## src/rtl/r0_serial_drain.sv

```systemverilog
// Output stage R0: captures the P1 word on ld_r0 and drains it LSB-first on sdo
// at DIV clocks per bit, reporting ld_ready back to the pipeline controller.
module r0_serial_drain #(
  parameter int WIDTH = 8,
  parameter int DIV   = 1
) (
  input  logic             clk,
  input  logic             rst,
  input  logic             ld_r0,
  input  logic [WIDTH-1:0] p1_data,
  output logic             ld_ready,
  output logic             sdo,
  output logic             sdo_valid,
  output logic             frame_start,
  output logic [7:0]       word_count,
  output logic             overrun_err
);

  // state | meaning
  // IDLE  | ready for a word, serial line quiet
  // SHIFT | draining R0, one bit every DIV cycles

  localparam int BW = (WIDTH > 1) ? $clog2(WIDTH) : 1;
  localparam int DW = (DIV > 1) ? $clog2(DIV) : 1;
  localparam logic [BW-1:0] BIT_LAST = BW'(WIDTH - 1);
  localparam logic [DW-1:0] DIV_LAST = DW'(DIV - 1);

  typedef enum logic {IDLE, SHIFT} state_t;

  state_t           state_q, state_d;
  logic [WIDTH-1:0] r0_q, r0_d;
  logic [BW-1:0]    bit_q, bit_d;
  logic [DW-1:0]    div_q, div_d;
  logic [7:0]       wc_q, wc_d;
  logic             ovr_q, ovr_d;

  always_ff @(posedge clk) begin
    if (rst) begin
      state_q <= IDLE;
      r0_q    <= '0;
      bit_q   <= '0;
      div_q   <= '0;
      wc_q    <= '0;
      ovr_q   <= 1'b0;
    end else begin
      state_q <= state_d;
      r0_q    <= r0_d;
      bit_q   <= bit_d;
      div_q   <= div_d;
      wc_q    <= wc_d;
      ovr_q   <= ovr_d;
    end
  end

  always_comb begin
    state_d = state_q;
    r0_d    = r0_q;
    bit_d   = bit_q;
    div_d   = div_q;
    wc_d    = wc_q;
    ovr_d   = ovr_q;
    case (state_q)
      IDLE: begin
        if (ld_r0) begin
          r0_d    = p1_data;
          bit_d   = '0;
          div_d   = '0;
          state_d = SHIFT;
        end
      end
      SHIFT: begin
        // A load while busy is dropped; only the sticky flag records it.
        if (ld_r0) ovr_d = 1'b1;
        if (div_q == DIV_LAST) begin
          div_d = '0;
          r0_d  = r0_q >> 1;
          bit_d = bit_q + 1'b1;
          if (bit_q == BIT_LAST) begin
            state_d = IDLE;
            wc_d    = wc_q + 8'd1;
          end
        end else begin
          div_d = div_q + 1'b1;
        end
      end
      default: state_d = IDLE;
    endcase
  end

  assign ld_ready    = (state_q == IDLE);
  assign sdo_valid   = (state_q == SHIFT);
  assign sdo         = sdo_valid & r0_q[0];
  assign frame_start = sdo_valid && (bit_q == '0) && (div_q == '0);
  assign word_count  = wc_q;
  assign overrun_err = ovr_q;

endmodule
```

## config.mk

```make
export PLATFORM = sky130hd
export DESIGN_NAME = r0_serial_drain
export DESIGN_NICKNAME = d
export VERILOG_FILES = /design/src/rtl/r0_serial_drain.sv
export SDC_FILE = /design/constraint.sdc
export NUM_CORES = 1
export LEC_CHECK = 0
export CORE_MARGIN = 2
export CORE_UTILIZATION = 45
export CTS_BUF_LIST = sky130_fd_sc_hd__clkbuf_8
export DETAILED_ROUTE_END_ITERATION = 6
export GPL_TIMING_DRIVEN = 0
export PLACE_DENSITY = 0.85
export SLEW_MARGIN = 15
export SYNTH_ARGS = -nofsm -noshare
export SYNTH_HDL_FRONTEND = slang
export SYNTH_SLANG_ARGS = --single-unit
export TNS_END_PERCENT = 5
```

## constraint.sdc

```tcl
create_clock -name clk -period 1.6 [get_ports clk]
set_clock_uncertainty 0.2 [all_clocks]
set_input_delay 0.4 -clock clk [delete_from_list [all_inputs] [get_ports clk]]
set_output_delay 0.4 -clock clk [all_outputs]
set_load 0.05 [all_outputs]
```

# ---- After elaboration in Yosys (flattened, before gate mapping)
# Cells that the tools add are included.
# Widths: inputs -> output; s select.
dict set report word_totals {
  input_bits 11
  ff_bits 22
  output_inout_bits 13
  wordCells 34
}
dict set report op_classes {
  bitwise 3
  n_mux 13
  n_eq_ne 3
  n_reduce_logical 6
  add_sub_neg 3
}
# cell n
set op_table {}
lappend op_table {{$mux 8} 2}
lappend op_table {{$pmux 8 s2} 1}
lappend op_table {{$add 8x1->8 const B} 1}
lappend op_table {{$mux 3} 2}
lappend op_table {{$pmux 3 s2} 1}
lappend op_table {{$mux 1} 5}
lappend op_table {{$ne 2x2->1 const B} 2}
lappend op_table {{$pmux 1 s2} 2}
lappend op_table {{$reduce_and 2->1} 2}
lappend op_table {{$add 3x1->3 const B} 1}
lappend op_table {{$eq 3x3->1 const B} 1}
lappend op_table {{$logic_not 3->1} 1}
lappend op_table {{$reduce_and 3->1} 1}
lappend op_table {{$logic_and 1x1->1} 2}
lappend op_table {{$not 1->1} 2}
lappend op_table {{$add 1x1->1 const B} 1}
lappend op_table {{$and 1x1->1} 1}

# ---- Depth between registers and ports, before layout
dict set report logic_depth {
  word_depth 4
  depth_mapped 5
  mapped_depth_nobuf 5
}

# ---- Worst setup path after synthesis
# Ideal clock, no wire load.
dict set report synth_path {
  path_kind {flip-flop to output port}
  from {reg state_q, in the netlist sdo_valid}
  to {out frame_start}
  required_time_ns 1.000
  arrival_time_ns 1.735
  setup_slack_ns -0.735
  stages_incl_launch_ff 4
  path_cell_list {dfxtp_1 -> clkbuf_1 -> nand2_1 -> nor2_1}
}
dict set report synth_via {
  elab_chain_len 2
}
# item line_no
set synth_lines {}
lappend synth_lines {{start, declared} 30} ;# state_t state_q, state_d;
lappend synth_lines {{start signal, assigned} 46} ;# state_q <= state_d;
lappend synth_lines {{$logic_and 1x1->1 (2 in a row)} 93} ;# assign frame_start = sdo_valid && (bit_q == '0) && (div_q == '0);
lappend synth_lines {{end, declared} 14} ;# output logic frame_start,
# No other way between the ends.

# ---- Worst setup path after layout
dict set report layout_path {
  from {reg bit_q[1]}
  to {out frame_start}
}
dict set report layout_via {
  elab_chain_len 3
}
# item line_no
set layout_lines {}
lappend layout_lines {{start, declared} 32} ;# logic [BW-1:0] bit_q, bit_d;
lappend layout_lines {{start signal, assigned} 48} ;# bit_q <= bit_d;
lappend layout_lines {{$logic_not 3->1} 93}
lappend layout_lines {{$logic_and 1x1->1 (2 in a row)} 93}
# No other way between the ends.

==> impl_summary.md <==
Timing
Measured against its own limit, the worst slew margin works out to 68.3%. The number of max-slew violations in the final report is 0. The worst-case hold slack is 0.260 ns. The final critical path takes up 108% of the cycle. The final count of hold timing violations is 0. The highest clock frequency the design can meet is 579 MHz. The transition time at the pin with the least slew margin is 0.475 ns.

The worst setup slack after layout is -0.128 ns. The final critical delay including setup and external delays is 1.73 ns. Setup violations remaining at the end of the flow were counted as 4. Setup repair after global routing could not meet its margin everywhere.

Detailed routing
The average wire length per cell after detail routing is 12.5 um. Using the TritonRoute via totals, the vias-per-cell ratio works out to 5.07. After detailed routing, the number of remaining DRC violations is 0. The count of nets left with antenna violations once routing finished came out at 0.

The number of design-rule violations left by the first detailed-router iteration is 10. For this block, the via count after detailed routing is 842. Before antenna repair, the detailed router went through 4 iterations.

The total wire length after detailed routing is 2070 um.

Clocking
The clock transition at the registers of the reported paths is 0.07 ns. The maximum buffer depth of the clock tree is 2. The clock reaches the later pin of the worst-skew pair after 0.25 ns. Clock tree synthesis selected as its root buffer the cell clkbuf_8. The level count of the clock H-tree is 1. The clock buffer count from CTS is 3. The clock tree from TritonCTS is done. For this design, the sink count on the clock tree is 21.

Finish
From synthesis to final layout, the design area changed by 40.3%. Fill cells in the final layout number 171. In the final layout, the share of cells above drive strength 1 is 32.4%.

In the layout the commonest cells are a21oi_1, nand2_1, dfxtp_1, clkdlybuf4s50_1, buf_2. The layout net count is 155. For this run, the number of standard cells in the final layout without fillers is 166. The area taken by flip-flops and latches is 438 sq um. The library cell used most frequently in the layout, excluding fill and tap cells, is a21oi_1. The number of antenna diodes in the final layout is 0. The footprint of the multi-input gates is 541 sq um. The design area is 1320 sq um.

Global routing
The all-layer global routing usage is 17.9%. Entering global routing, the biggest net connects 12 pins. Summed over all layers, the global routing overflow is 0.

The initial antenna violation count is 0. The first global-routing pass estimated 3460 um of wire. The via count of the first global-routing pass came to 857.

Power and ir drop
Power spread over the standard cell area amounts to 814 nW/um^2. VDD sags by at most 0.545 mV. The static leakage power is 0.516 nW.

The sum of internal, switching and leakage power is 1.07 mW.

Synth
The number of distinct library cells after synthesis is 24. The most frequently used flop master after synthesis is dfxtp_1. The share of flip-flops with an asynchronous set or reset is 0%. After synthesis the netlist holds a flip-flop and latch count of 21. The total number of yosys warnings is 0. The mean instance size in the synthesized netlist is 8.52 sq um. Summing the sequential cell areas from Yosys gives 44.9% of the chip area. The number of enable-type register cells in the synthesized netlist is 0. The total standard cell area after synthesis is 937 sq um. Synthesis produced a netlist with a net count of 125. The number of cells produced by synthesis is 110.

Worst hold path
The capture endpoint of the worst hold path is r0_q[1]. The kind of path behind the tightest hold check is reg -> reg. The launch point of the worst hold path is r0_q[2]. Counting instances, the worst hold path has a depth of 2.

Worst setup path
The signal on the critical path passes through inv_1, ha_4, nand2_2, nor2_4, buf_6. For this run, the slowest stage of the critical path takes 0.36 ns. The critical path is of the reg -> out type. The worst setup path is captured at a primary output. The reg2reg setup slack is -0.07 ns. The worst reg2reg path depth is 5. In this run the critical register-to-register path is captured at word_count[7].

Counting both buffers and inverters, the worst setup path holds a total of 2. At the worst endpoint, the required time is 1.00 ns. The kind of cell adding the most delay to the critical path is flip-flops. STA classifies the critical path startpoint as a flip-flop. The worst register-to-register path begins at bit_q[1]. On the critical path, the stage with the largest delay is an instance of dfxtp_4. The critical path arrival is 1.13 ns. Along the worst path, the maximum fanout reaches 3.

Floorplan
After floorplanning, the core was sized to cover 1960 sq um. The boundary pin count is 24. The area of the die is 2460 sq um. The floorplan step set the die width to 49.6 um. The floorplan has 16 rows.

The die height is 49.6 um. For this configuration, the core starts out at a cell density of 47.8%.

Placed design
The detailed placer's ending HPWL is 1470 um. The count of placed standard cells including taps is 160. The final weighted congestion in routability-driven placement is 0.709. The cell area reported after detailed placement is 1270 sq um. The count of input and output buffers is 23.

Run status
The final reports fail on negative setup slack. The flow ran to the end, but the final reports show violations.

Job
The number of max-capacitance violations reported is 0.
==> per-layer routing <==
metal  share of wire (%)  track usage (%)
met1                  42             17.9
met2                  52             36.0
met3                 5.2             3.64
met4                0.39             5.56
met5                   0                0
==> power breakdown <==
part           switching, mW  internal, mW  leakage, nW  total [mW]
Combinational         0.0984        0.0832        0.313       0.182
Clock                  0.162         0.171       0.0269       0.332
Sequential            0.0162         0.541        0.176       0.557
==> state kept, by name, indices dropped and copies added, names as in the netlist <==
name,count
bit_q,3
overrun_err,1
r0_q,8
sdo_valid,1
word_count,8
==> worst min-delay path: cells and delay by family, from the launching register on <==
kind,cells,cell delay (ns)
and+or+nand+nor,1,0.05
DFF,1,0.31
AOI/OAI and AO/OA,1,0.05
==> through the flow <==
step	setup slack (ns)	utilization, %	TNS, ns
after CTS	-0.138	67.5	-0.637
after detailed placement	-0.527	64.5	-7.03
after global placement	-0.524	64.5	-6.71
after global routing	-0.165	67.0	-0.625
final	-0.128	67.0	-0.349
after floorplan	-0.0394	-	-0.0538
==> final cells by class <==
class                      count  share of cell area [%]
tap                           27                    2.57
timing repair buffer          25                    15.0
multi-input combinational     79                    41.1
buffer                         5                    2.85
clock inverter                 1                   0.285
inverter                       5                    1.71
sequential                    21                    33.3
clock buffer                   3                    3.14
==> cell families (layout without fill, tap and decap cells) <==
logic type,Yosys count,count (layout),synth area share (%)
muxes,8,8,9.48
adders and majority gates,4,4,5.34
and+or+nand+nor,42,42,21.8
AOI/OAI and AO/OA,23,23,12.6
DFF,21,21,44.9
xor gates and xnor gates,2,2,1.87
buffers and inverters,10,39,4.14
==> cell usage after synthesis, types with 3 or more instances <==
cell	instances	area (sq um)
nor3b_1	3	22.5
a21oi_1	18	90.1
mux2_2	7	78.8
nand2_1	18	67.6
nor2_1	8	30.0
nand3_1	3	15.0
dfxtp_1	21	420
clkbuf_1	4	15.0
or3_1	4	25.0
inv_1	4	15.0
o21ai_0	4	20.0
ha_1	4	50.1
==> repair_timing <==
item                                    4_1_cts  5_1_grt
pin swaps                                     1        1
resized for setup                            67       14
endpoints found under the setup margin       18       13
buffers inserted                              2        0
hold buffers                                  0        0
==> worst max-delay path by stage <==
stage | cells past startpoint | start | to
2_1_floorplan | 5 | bit_q[1] | word_count[7]
3_3_place_gp | 4 | sdo_valid | frame_start
3_5_place_dp | 4 | sdo_valid | frame_start
4_1_cts | 2 | sdo_valid | ld_ready
5_1_grt | 5 | bit_q[1] | frame_start
6_report | 5 | bit_q[1] | frame_start
Power figures use the tool's default switching activity.
